[src/rtl/mem_stage_pkg.sv]
// rtl/mem_stage_pkg.sv - shared widths, access-size encodings and alignment helpers
package mem_stage_pkg;

   localparam int DEF_SIZE_DATA = 32;
   localparam int DEF_SIZE_REG  = 5;
   localparam int DEF_MEM_DEPTH = 32;
   localparam int LANES         = 4;

   // Encoding of i_width; 11 behaves exactly like a word access.
   typedef enum logic [1:0] {
      ACC_BYTE     = 2'b00,
      ACC_HALF     = 2'b01,
      ACC_WORD     = 2'b10,
      ACC_WORD_ALT = 2'b11
   } acc_width_e;

   // Bytes can sit anywhere; halves need an even address; words need a 4-byte boundary.
   function automatic logic is_misaligned(input logic [1:0] width, input logic [1:0] low);
      logic r;
      r = 1'b0;
      case (acc_width_e'(width))
         ACC_BYTE: r = 1'b0;
         ACC_HALF: r = low[0];
         default:  r = (low != 2'b00);
      endcase
      return r;
   endfunction

   // Byte lanes touched by an access of the given size at the given byte offset.
   function automatic logic [LANES-1:0] lane_enables(input logic [1:0] width, input logic [1:0] low);
      logic [LANES-1:0] be;
      be = 4'b0000;
      case (acc_width_e'(width))
         ACC_BYTE: be = 4'b0001 << low;
         ACC_HALF: be = low[1] ? 4'b1100 : 4'b0011;
         default:  be = 4'b1111;
      endcase
      return be;
   endfunction

endpackage

[src/rtl/mem_stage_if.sv]
// rtl/mem_stage_if.sv - pipeline-side request/response bundle of the memory stage
interface mem_stage_if
   import mem_stage_pkg::*;
#(
   parameter int SIZE_DATA = DEF_SIZE_DATA,
   parameter int SIZE_REG  = DEF_SIZE_REG
);
   logic                 i_enable;
   logic                 i_mem_read;
   logic                 i_mem_write;
   logic [1:0]           i_width;
   logic                 i_unsigned;
   logic [SIZE_DATA-1:0] i_alu_result;
   logic [SIZE_DATA-1:0] i_store_data;
   logic [SIZE_REG-1:0]  i_rd;
   logic                 i_reg_write;

   logic [SIZE_DATA-1:0] o_load_data;
   logic [SIZE_DATA-1:0] o_alu_result;
   logic [SIZE_REG-1:0]  o_rd;
   logic                 o_reg_write;

   // Pipeline (EX/MEM side) drives requests and consumes the write-back values.
   modport master (
      output i_enable, i_mem_read, i_mem_write, i_width, i_unsigned,
             i_alu_result, i_store_data, i_rd, i_reg_write,
      input  o_load_data, o_alu_result, o_rd, o_reg_write
   );

   // Memory stage consumes requests and produces the MEM/WB values.
   modport slave (
      input  i_enable, i_mem_read, i_mem_write, i_width, i_unsigned,
             i_alu_result, i_store_data, i_rd, i_reg_write,
      output o_load_data, o_alu_result, o_rd, o_reg_write
   );

endinterface

[src/rtl/mem_stage_dmem.sv]
// rtl/mem_stage_dmem.sv - data memory: byte-enable sync write, two async reads, sync clear
module mem_stage_dmem
   import mem_stage_pkg::*;
#(
   parameter int SIZE_DATA = DEF_SIZE_DATA,
   parameter int MEM_DEPTH = DEF_MEM_DEPTH
) (
   input  logic                         clk,
   input  logic                         clear,
   input  logic [LANES-1:0]             be,
   input  logic [$clog2(MEM_DEPTH)-1:0] waddr,
   input  logic [SIZE_DATA-1:0]         wdata,
   input  logic [$clog2(MEM_DEPTH)-1:0] raddr_a,
   output logic [SIZE_DATA-1:0]         rdata_a,
   input  logic [$clog2(MEM_DEPTH)-1:0] raddr_b,
   output logic [SIZE_DATA-1:0]         rdata_b
);

   logic [SIZE_DATA-1:0] mem [MEM_DEPTH];

   // Clear wins over any write in the same cycle; otherwise only enabled byte lanes change.
   always_ff @(posedge clk) begin
      if (clear) begin
         for (int i = 0; i < MEM_DEPTH; i++) begin
            mem[i] <= '0;
         end
      end else begin
         for (int k = 0; k < LANES; k++) begin
            if (be[k]) begin
               mem[waddr][8*k +: 8] <= wdata[8*k +: 8];
            end
         end
      end
   end

   // Both read ports see current contents, so a same-cycle store is not yet visible.
   assign rdata_a = mem[raddr_a];
   assign rdata_b = mem[raddr_b];

endmodule

[src/rtl/mem_stage.sv]
// rtl/mem_stage.sv - pipeline memory stage: aligned loads/stores, status counters, sticky misalign flag
module mem_stage
   import mem_stage_pkg::*;
#(
   parameter int SIZE_DATA = DEF_SIZE_DATA,
   parameter int MEM_DEPTH = DEF_MEM_DEPTH,
   parameter int SIZE_REG  = DEF_SIZE_REG
) (
   input  logic                         i_clk,
   input  logic                         i_reset,
   mem_stage_if.slave                   bus,
   input  logic [$clog2(MEM_DEPTH)-1:0] i_dbg_addr,
   output logic [SIZE_DATA-1:0]         o_dbg_data,
   output logic                         o_misaligned,
   output logic [SIZE_DATA-1:0]         o_misaligned_addr,
   output logic [15:0]                  o_load_count,
   output logic [15:0]                  o_store_count
);

   localparam int ADDR_W = $clog2(MEM_DEPTH);

   logic [1:0]           byte_off;
   logic [ADDR_W-1:0]    word_idx;
   logic                 misaligned;
   logic                 mem_access;
   logic                 load_ok;
   logic                 store_ok;
   logic [LANES-1:0]     wr_be;
   logic [SIZE_DATA-1:0] wr_data;
   logic [SIZE_DATA-1:0] rd_word;
   logic [SIZE_DATA-1:0] lane_data;
   logic [7:0]           rd_byte;
   logic [15:0]          rd_half;
   logic                 unused_addr_bits;

   // Addresses wrap modulo the memory size; the bits above the word index are don't-care.
   assign byte_off         = bus.i_alu_result[1:0];
   assign word_idx         = bus.i_alu_result[ADDR_W+1:2];
   assign unused_addr_bits = ^bus.i_alu_result[SIZE_DATA-1:ADDR_W+2];

   assign misaligned = is_misaligned(bus.i_width, byte_off);
   assign mem_access = bus.i_mem_read | bus.i_mem_write;
   assign load_ok    = bus.i_enable & bus.i_mem_read & ~misaligned;
   assign store_ok   = bus.i_enable & bus.i_mem_write & ~misaligned;

   // Replicate low-aligned store data across lanes so the byte enables pick the right copy.
   always_comb begin
      wr_data = bus.i_store_data;
      case (acc_width_e'(bus.i_width))
         ACC_BYTE: wr_data = {4{bus.i_store_data[7:0]}};
         ACC_HALF: wr_data = {2{bus.i_store_data[15:0]}};
         default:  wr_data = bus.i_store_data;
      endcase
   end

   assign wr_be = store_ok ? lane_enables(bus.i_width, byte_off) : '0;

   mem_stage_dmem #(
      .SIZE_DATA (SIZE_DATA),
      .MEM_DEPTH (MEM_DEPTH)
   ) u_dmem (
      .clk     (i_clk),
      .clear   (i_reset),
      .be      (wr_be),
      .waddr   (word_idx),
      .wdata   (wr_data),
      .raddr_a (word_idx),
      .rdata_a (rd_word),
      .raddr_b (i_dbg_addr),
      .rdata_b (o_dbg_data)
   );

   assign rd_byte = rd_word[8*byte_off +: 8];
   assign rd_half = rd_word[16*byte_off[1] +: 16];

   // Pick the addressed lane of the read word and sign- or zero-extend it.
   always_comb begin
      lane_data = rd_word;
      case (acc_width_e'(bus.i_width))
         ACC_BYTE: lane_data = bus.i_unsigned ? {{(SIZE_DATA-8){1'b0}}, rd_byte}
                                              : {{(SIZE_DATA-8){rd_byte[7]}}, rd_byte};
         ACC_HALF: lane_data = bus.i_unsigned ? {{(SIZE_DATA-16){1'b0}}, rd_half}
                                              : {{(SIZE_DATA-16){rd_half[15]}}, rd_half};
         default:  lane_data = rd_word;
      endcase
   end

   // A misaligned load returns zero and must not reach the register file.
   assign bus.o_load_data  = (bus.i_mem_read && !misaligned) ? lane_data : '0;
   assign bus.o_reg_write  = bus.i_reg_write & ~(bus.i_mem_read & misaligned);
   assign bus.o_alu_result = bus.i_alu_result;
   assign bus.o_rd         = bus.i_rd;

   // Sticky record of the first misaligned access; only reset clears it.
   always_ff @(posedge i_clk) begin
      if (i_reset) begin
         o_misaligned      <= 1'b0;
         o_misaligned_addr <= '0;
      end else if (bus.i_enable && mem_access && misaligned && !o_misaligned) begin
         o_misaligned      <= 1'b1;
         o_misaligned_addr <= bus.i_alu_result;
      end
   end

   // Saturating counts of enabled, aligned loads and stores.
   always_ff @(posedge i_clk) begin
      if (i_reset) begin
         o_load_count  <= '0;
         o_store_count <= '0;
      end else begin
         if (load_ok && o_load_count != 16'hFFFF) begin
            o_load_count <= o_load_count + 16'd1;
         end
         if (store_ok && o_store_count != 16'hFFFF) begin
            o_store_count <= o_store_count + 16'd1;
         end
      end
   end

endmodule

[src/flat_wrapper.sv]
// flat-port wrapper written by rule: the top's interface ports become plain ports
module mem_stage_flat import mem_stage_pkg::*;
#(
   parameter int SIZE_DATA = DEF_SIZE_DATA,
   parameter int MEM_DEPTH = DEF_MEM_DEPTH,
   parameter int SIZE_REG  = DEF_SIZE_REG
)
  (i_clk, i_reset, i_dbg_addr, o_dbg_data, o_misaligned, o_misaligned_addr, o_load_count, o_store_count, bus_i_enable, bus_i_mem_read, bus_i_mem_write, bus_i_width, bus_i_unsigned, bus_i_alu_result, bus_i_store_data, bus_i_rd, bus_i_reg_write, bus_o_load_data, bus_o_alu_result, bus_o_rd, bus_o_reg_write);
  mem_stage_if #(.SIZE_DATA(SIZE_DATA), .SIZE_REG(SIZE_REG)) bus_i ();
  input  logic i_clk;
  input  logic i_reset;
  input  logic [$clog2(MEM_DEPTH)-1:0] i_dbg_addr;
  output logic [SIZE_DATA-1:0] o_dbg_data;
  output logic o_misaligned;
  output logic [SIZE_DATA-1:0] o_misaligned_addr;
  output logic [15:0] o_load_count;
  output logic [15:0] o_store_count;
  input wire logic [$bits(bus_i.i_enable)-1:0] bus_i_enable;
  input wire logic [$bits(bus_i.i_mem_read)-1:0] bus_i_mem_read;
  input wire logic [$bits(bus_i.i_mem_write)-1:0] bus_i_mem_write;
  input wire logic [$bits(bus_i.i_width)-1:0] bus_i_width;
  input wire logic [$bits(bus_i.i_unsigned)-1:0] bus_i_unsigned;
  input wire logic [$bits(bus_i.i_alu_result)-1:0] bus_i_alu_result;
  input wire logic [$bits(bus_i.i_store_data)-1:0] bus_i_store_data;
  input wire logic [$bits(bus_i.i_rd)-1:0] bus_i_rd;
  input wire logic [$bits(bus_i.i_reg_write)-1:0] bus_i_reg_write;
  output wire logic [$bits(bus_i.o_load_data)-1:0] bus_o_load_data;
  output wire logic [$bits(bus_i.o_alu_result)-1:0] bus_o_alu_result;
  output wire logic [$bits(bus_i.o_rd)-1:0] bus_o_rd;
  output wire logic [$bits(bus_i.o_reg_write)-1:0] bus_o_reg_write;
  assign bus_i.i_enable = bus_i_enable;
  assign bus_i.i_mem_read = bus_i_mem_read;
  assign bus_i.i_mem_write = bus_i_mem_write;
  assign bus_i.i_width = bus_i_width;
  assign bus_i.i_unsigned = bus_i_unsigned;
  assign bus_i.i_alu_result = bus_i_alu_result;
  assign bus_i.i_store_data = bus_i_store_data;
  assign bus_i.i_rd = bus_i_rd;
  assign bus_i.i_reg_write = bus_i_reg_write;
  assign bus_o_load_data = bus_i.o_load_data;
  assign bus_o_alu_result = bus_i.o_alu_result;
  assign bus_o_rd = bus_i.o_rd;
  assign bus_o_reg_write = bus_i.o_reg_write;
  mem_stage #(.SIZE_DATA(SIZE_DATA), .MEM_DEPTH(MEM_DEPTH), .SIZE_REG(SIZE_REG)) u_core (.i_clk(i_clk), .i_reset(i_reset), .bus(bus_i), .i_dbg_addr(i_dbg_addr), .o_dbg_data(o_dbg_data), .o_misaligned(o_misaligned), .o_misaligned_addr(o_misaligned_addr), .o_load_count(o_load_count), .o_store_count(o_store_count));
endmodule
[config.mk]
export PLATFORM = sky130hd
export DESIGN_NAME = mem_stage_flat
export DESIGN_NICKNAME = d
export VERILOG_FILES = /design/src/rtl/mem_stage_pkg.sv /design/src/rtl/mem_stage_if.sv /design/src/rtl/mem_stage_dmem.sv /design/src/rtl/mem_stage.sv /design/src/flat_wrapper.sv
export SDC_FILE = /design/constraint.sdc
export NUM_CORES = 2
export LEC_CHECK = 0
export CAP_MARGIN = 10
export CORE_AREA = 2 2 441 443
export CTS_CLUSTER_DIAMETER = 40
export CTS_CLUSTER_SIZE = 12
export DETAILED_ROUTE_END_ITERATION = 16
export DIE_AREA = 0 0 443 445
export SLEW_MARGIN = 40
export SYNTH_ARGS = -nofsm -noshare
export SYNTH_HDL_FRONTEND = slang
export SYNTH_HIERARCHICAL = 1
export SYNTH_SLANG_ARGS = --single-unit
[constraint.sdc]
create_clock -name i_clk -period 5.65 [get_ports i_clk]
set_clock_uncertainty 0.05 [all_clocks]
set_input_delay 1.695 -clock i_clk [delete_from_list [all_inputs] [get_ports i_clk]]
set_output_delay 1.695 -clock i_clk [all_outputs]
set_load 0.02 [all_outputs]
Word-level counts from Yosys, hierarchy flattened
Memories as Yosys holds them, arrays and structs flattened.
Cells that the tools add are included.

word-level totals
  register bits after elaboration = 65
  bits in latches = 0
  bits in writable memories = 1024
  bits in read-only memories = 0
  input port bits = 83
  output and inout port bits = 167
  memories kept = 1

cells by class
  $add $sub $neg = 2
  $mul = 0
  divide/modulo/power cells = 0
  $lt $le $gt $ge = 0
  equality and inequality tests = 3
  shifts and indexed selects = 3
  mux-type cells = 26
  bitwise logic cells = 9
  reductions and logical operators = 11

memories
  name               words  width  rd ports  clocked after Yosys merged registers in  write ports  line                  RTL
  u_core.u_dmem.mem  32     32     2         0                                        32           mem_stage_dmem.sv:19  logic [SIZE_DATA-1:0] mem [MEM_DEPTH];

operators with widths
  operator                                              number
  two-way mux 32 bit                                    4
  case mux 32 bit (2 select lines)                      2
  adder 16 x 1 -> 16 bit (second input constant)        2
  != test 16 bit (second input constant)                2
  OR reduction 32 bit                                   1
  variable part select 32 x 6 -> 16 bit                 1
  variable part select 32 x 6 -> 8 bit                  1
  two-way mux 1 bit                                     14
  two-way mux 4 bit                                     3
  case mux 4 bit (2 select lines)                       1
  AND 1 bit                                             6
  logical AND 1 bit                                     6
  two-way mux 5 bit                                     1
  left shift 1 x 2 -> 4 bit (first input constant)      1
  equality test 2 x 1 -> 1 bit (second input constant)  1
  logical NOT 1 bit                                     2
  logical NOT 2 bit                                     1
  inverter 1 bit                                        2
  case mux 1 bit (2 select lines)                       1
  nonzero test 2 bit                                    1
  OR 1 bit                                              1

Logic depth before layout (Yosys ltp)
  depth in word-level cells = 10
  depth in mapped cells = 13
  mapped depth without buffers = 9

Modules after synthesis
Netlist, hierarchy kept.

modules (own cells, without submodules)
  module          instances  cells an instance  area an instance (um^2)  sequential area each (um^2)
  mem_stage_dmem  1          4794               56914.6                  30749.5
  mem_stage       1          555                4226.6                   1301.2

Least setup slack after synthesis
OpenSTA, ideal clock, no wires.

  kind = input port to output port
  from = in bus_i_alu_result[3]
  to = out bus_o_load_data[21]
  arrival = 3.865 ns
  required time = 3.905 ns
  path slack = 0.040 ns
  stages = 13
  path buffers = 5
  path through = buf_4 buf_6 buf_6 buf_4 mux2i_1 nand2_1 a31oi_1 nand3_1 mux2i_1 mux2i_1 a21oi_1 clkbuf_1 nor3_1

between the ends
  cells in the longest elaborated chain, start to end = 5
  elaborated cells between the ends (all ways) = 7

RTL lines
  item                                  line                RTL
  start, declared                       flat_wrapper.sv:23  input wire logic [$bits(bus_i.i_alu_result)-1:0] bus_i_alu_result;
  memory read (32 x 32 bit)             -
  net u_core.rd_word[23]                mem_stage.sv:30     logic [SIZE_DATA-1:0] rd_word;
  variable part select 32 x 6 -> 8 bit  mem_stage.sv:73     assign rd_byte = rd_word[8*byte_off +: 8];
  two-way mux 32 bit                    mem_stage.sv:80     ACC_BYTE: lane_data = bus.i_unsigned ? {{(SIZE_DATA-8){1'b0}}, rd_byte}
  case mux 32 bit (2 select lines)      mem_stage.sv:79     case (acc_width_e'(bus.i_width))
  two-way mux 32 bit                    mem_stage.sv:89     assign bus.o_load_data = (bus.i_mem_read && !misaligned) ? lane_data : '0;
  end, declared                         flat_wrapper.sv:27  output wire logic [$bits(bus_i.o_load_data)-1:0] bus_o_load_data;

The timed path passes the listed nets, and every way through them passes these cells.

Worst setup path in the final report
  from = in bus_i_alu_result[3]
  to = out bus_o_load_data[0]

Same word-level chain as after synthesis.

==> run metrics <==
IO Port Bufs between 200 and 250; share of power burned in registers 0.394; TritonCTS Buffers ~180; CP endpoint kind output port; Initial DRC Count roughly 4.3k; cell with the most instances after synthesis mux2i_1; total gr overflow 0; die width about 440 um; maxcap violations 0; initial antenna violation count 6; number of top-level pins 250; fraction of registers with async set/reset 0; Net Sw Frac 0.271; Final min period ~6.2 ns; layout cells sized above 1 0.224; Max-slew headroom 0.404; GR Util All Layers 0.230; largest net degree at the start of global routing 73; Final WS setup -0.561 ns; Vias 47.0k; critical path required time ~3.9 ns; area share of the largest cell type after synthesis 0.503; clock tree buffer depth 3; worst hold path class register to register; area leader, netlist edfxtp_1; clock slew at reported path FFs about 0.050 ns; DIE AREA 0.197 mm2; Fill cells about 18k; Initial Util 0.318; final net count around 6.1k; TritonCTS clock tree yes; flops & latches, synth ~1.1k; Final Hold Viols 0; sequential fraction of the synthesis area 0.524; Comb pwr share 0.144; syn avg cell area about 11 um2; Pwr Density 306 mW/mm2; ys flop type edfxtp_1; Worst Path Class, Setup input port to output port; synth warn 6; Worst Path Arrival around 4.5 ns; # hold bufs at CTS 0; dpl ws -1.19 ns; startpoint types input port; wire per inst approximately 27 um; Via density about 5.4; Rows 161; Util after Layout 0.408; worst skew pair latency 0.82 ns; part of the cycle the worst path needs 1.10; Final Max Tran Viols 0; Slew @ Worst Pin ~0.9 ns; Psw about 0.0065 W; leading post-synthesis cells by cell area edfxtp_1, mux2i_1, and2_1, a22oi_1, dfxtp_1; Sink Count between 1k and 1.5k; post-synth cell types between 50 and 60; Int Power ~0.018 W; # setup viols final 32; Leak 30.9 nW; Fmax 0.161 GHz; failing checks negative setup slack; Detailed Route WL roughly 230 mm; area delta synth->final 28.3%; Max VDD drop between 0.2 and 0.3 mV; syn_nets 5434; GPL Wtd Cong roughly 0.96; Synth top cells by count mux2i_1, and2_1, edfxtp_1, nand2_1, a21oi_1; Post-synth EDFFs ~1.0k; Antenna Violating Nets Remaining 0; CTS HTree Levels 4; first-pass GRT wire length approximately 330 mm; drt pass-1 iters 6; Worst Path Max Fanout 12; Die Span Y about 450 um; unrepaired setup endpoints after global routing yes; core area ~0.19 mm2; # DRC 0; Post-Syn Area slightly above 0.06 mm2; Mapped Cells about 5.3k; outcome finished with violations; vias in the first global route ~47k; Clk pwr share 0.462; root buf cell clkbuf_16; hpwl dp approximately 160 mm
## per-layer routing
metal  wire length, um  global-route usage  up-vias
met1             94800               0.292    23500
met2            107000               0.370     2105
met4             13900               0.124        4
li1                  -                   -    20900
met5                26                   0        -
met3             17600              0.0433      487
## flip-flops by register name (all words and copies together), names as in the netlist
register / flops
u_core/o_load_count: 16
u_core/o_misaligned: 1
u_core/o_misaligned_addr: 32
u_core/o_store_count: 16
u_core/u_dmem/mem: 1024
## timing repair
action                                  CTS  global route
endpoints found under the hold margin     0             0
resized for setup                       373            93
endpoints found under the setup margin   64            57
pin swaps                                29            29
setup buffers                            46            33
gates cloned                             19             4
## metrics by stage
step | setup TNS [ns] | cell area [um2] | total power [W] | hold slack [ns] | instances
after global placement | -45.38 | 69800 | 0.0127 | 0.391 | 8251
after CTS | -11.48 | 77600 | 0.0240 | 0.404 | 8646
final | -12.53 | 78400 | 0.0240 | 0.403 | 8687
after global routing | -14.23 | 78400 | 0.0247 | 0.423 | 8684
after detailed placement | -47.39 | 69800 | 0.0128 | 0.398 | 8252
after floorplan | 0 | 61100 | 0.0111 | 0.484 | 5349
## area by class of cell
type / instances / area, um2 / share of cell area
tap: 2526 / 3160 / 0.0403
antenna: 3 / 7.51 / 0.0000957
clock buffer: 199 / 4510 / 0.0575
inverter: 9 / 33.8 / 0.000431
timing repair buffer: 929 / 9360 / 0.119
sequential: 1089 / 32100 / 0.409
clock inverter: 132 / 1600 / 0.0204
multi-input combinational: 3800 / 27700 / 0.353
## worst max-delay path: stages
cell	delay, ns
buf_16	0.13
buf_12	0.15
buf_16	0.16
buf_12	0.13
buf_16	0.17
buf_12	0.15
buf_6	0.14
mux2i_2	0.23
nand2_1	0.09
nand3_2	0.10
nand3_4	0.09
mux2_4	0.27
a222oi_1	0.62
nor2_1	0.11
buf_4	0.19
## path summary, 6_finish.rpt
kind | from | endpoint | slack [ns] | depth (start not counted)
worst max register to register | u_core/o_store_count[0]$_SDFFE_PP0P_ | u_core/o_store_count[6]$_SDFFE_PP0P_ | 3.45 | 6
worst min-delay path | u_core/o_misaligned_addr[26]$_SDFFE_PP0P_ | u_core/o_misaligned_addr[26]$_SDFFE_PP0P_ | 0.40 | 2
worst max-delay path | bus_i_alu_result[3] | bus_o_load_data[0] | -0.56 | 15
worst min register to register | u_core/o_misaligned_addr[26]$_SDFFE_PP0P_ | u_core/o_misaligned_addr[26]$_SDFFE_PP0P_ | 0.40 | 2
## layout by cell type (no fill, tap or decap), types with 14 or more instances in the layout
master	n
a21oi_1	247
a22o_1	127
a22oi_1	196
a31oi_1	52
a31oi_2	14
and2_1	1026
buf_12	88
buf_16	16
buf_2	18
buf_4	556
buf_6	48
bufinv_16	23
clkbuf_1	22
clkbuf_16	181
clkdlybuf4s50_1	155
clkinv_1	19
clkinv_2	17
clkinv_4	15
clkinvlp_4	19
dfxtp_1	65
dlygate4sd2_1	17
edfxtp_1	1024
inv_6	24
mux2_2	23
mux2i_1	980
mux2i_2	36
mux2i_4	22
nand2_1	313
nand3_1	179
nand3_2	24
nor2_1	173
nor3_1	60
nor3_2	25
o31ai_1	15
or2_2	130
or4_1	17
## cells by family after synthesis
logic type | after synthesis | synth area share
simple gates | 2021 | 0.182
flops | 1089 | 0.524
mux | 1070 | 0.176
compound gates | 706 | 0.0773
buf+inv | 460 | 0.0404
fa+ha+maj | 2 | 0.000409
xor+xnor | 1 | 0.000143
## power by group through the flow
stage | Combinational (W) | Clock, W | Sequential, W
6_report | 0.00346 | 0.0111 | 0.00947
5_1_grt | 0.00358 | 0.0116 | 0.00951
4_1_cts | 0.00333 | 0.0112 | 0.00946
3_5_place_dp | 0.00316 | 0 | 0.00961
3_3_place_gp | 0.00315 | 0 | 0.00959
2_1_floorplan | 0.00157 | 0 | 0.00953
(Power assumes the default switching activity.)
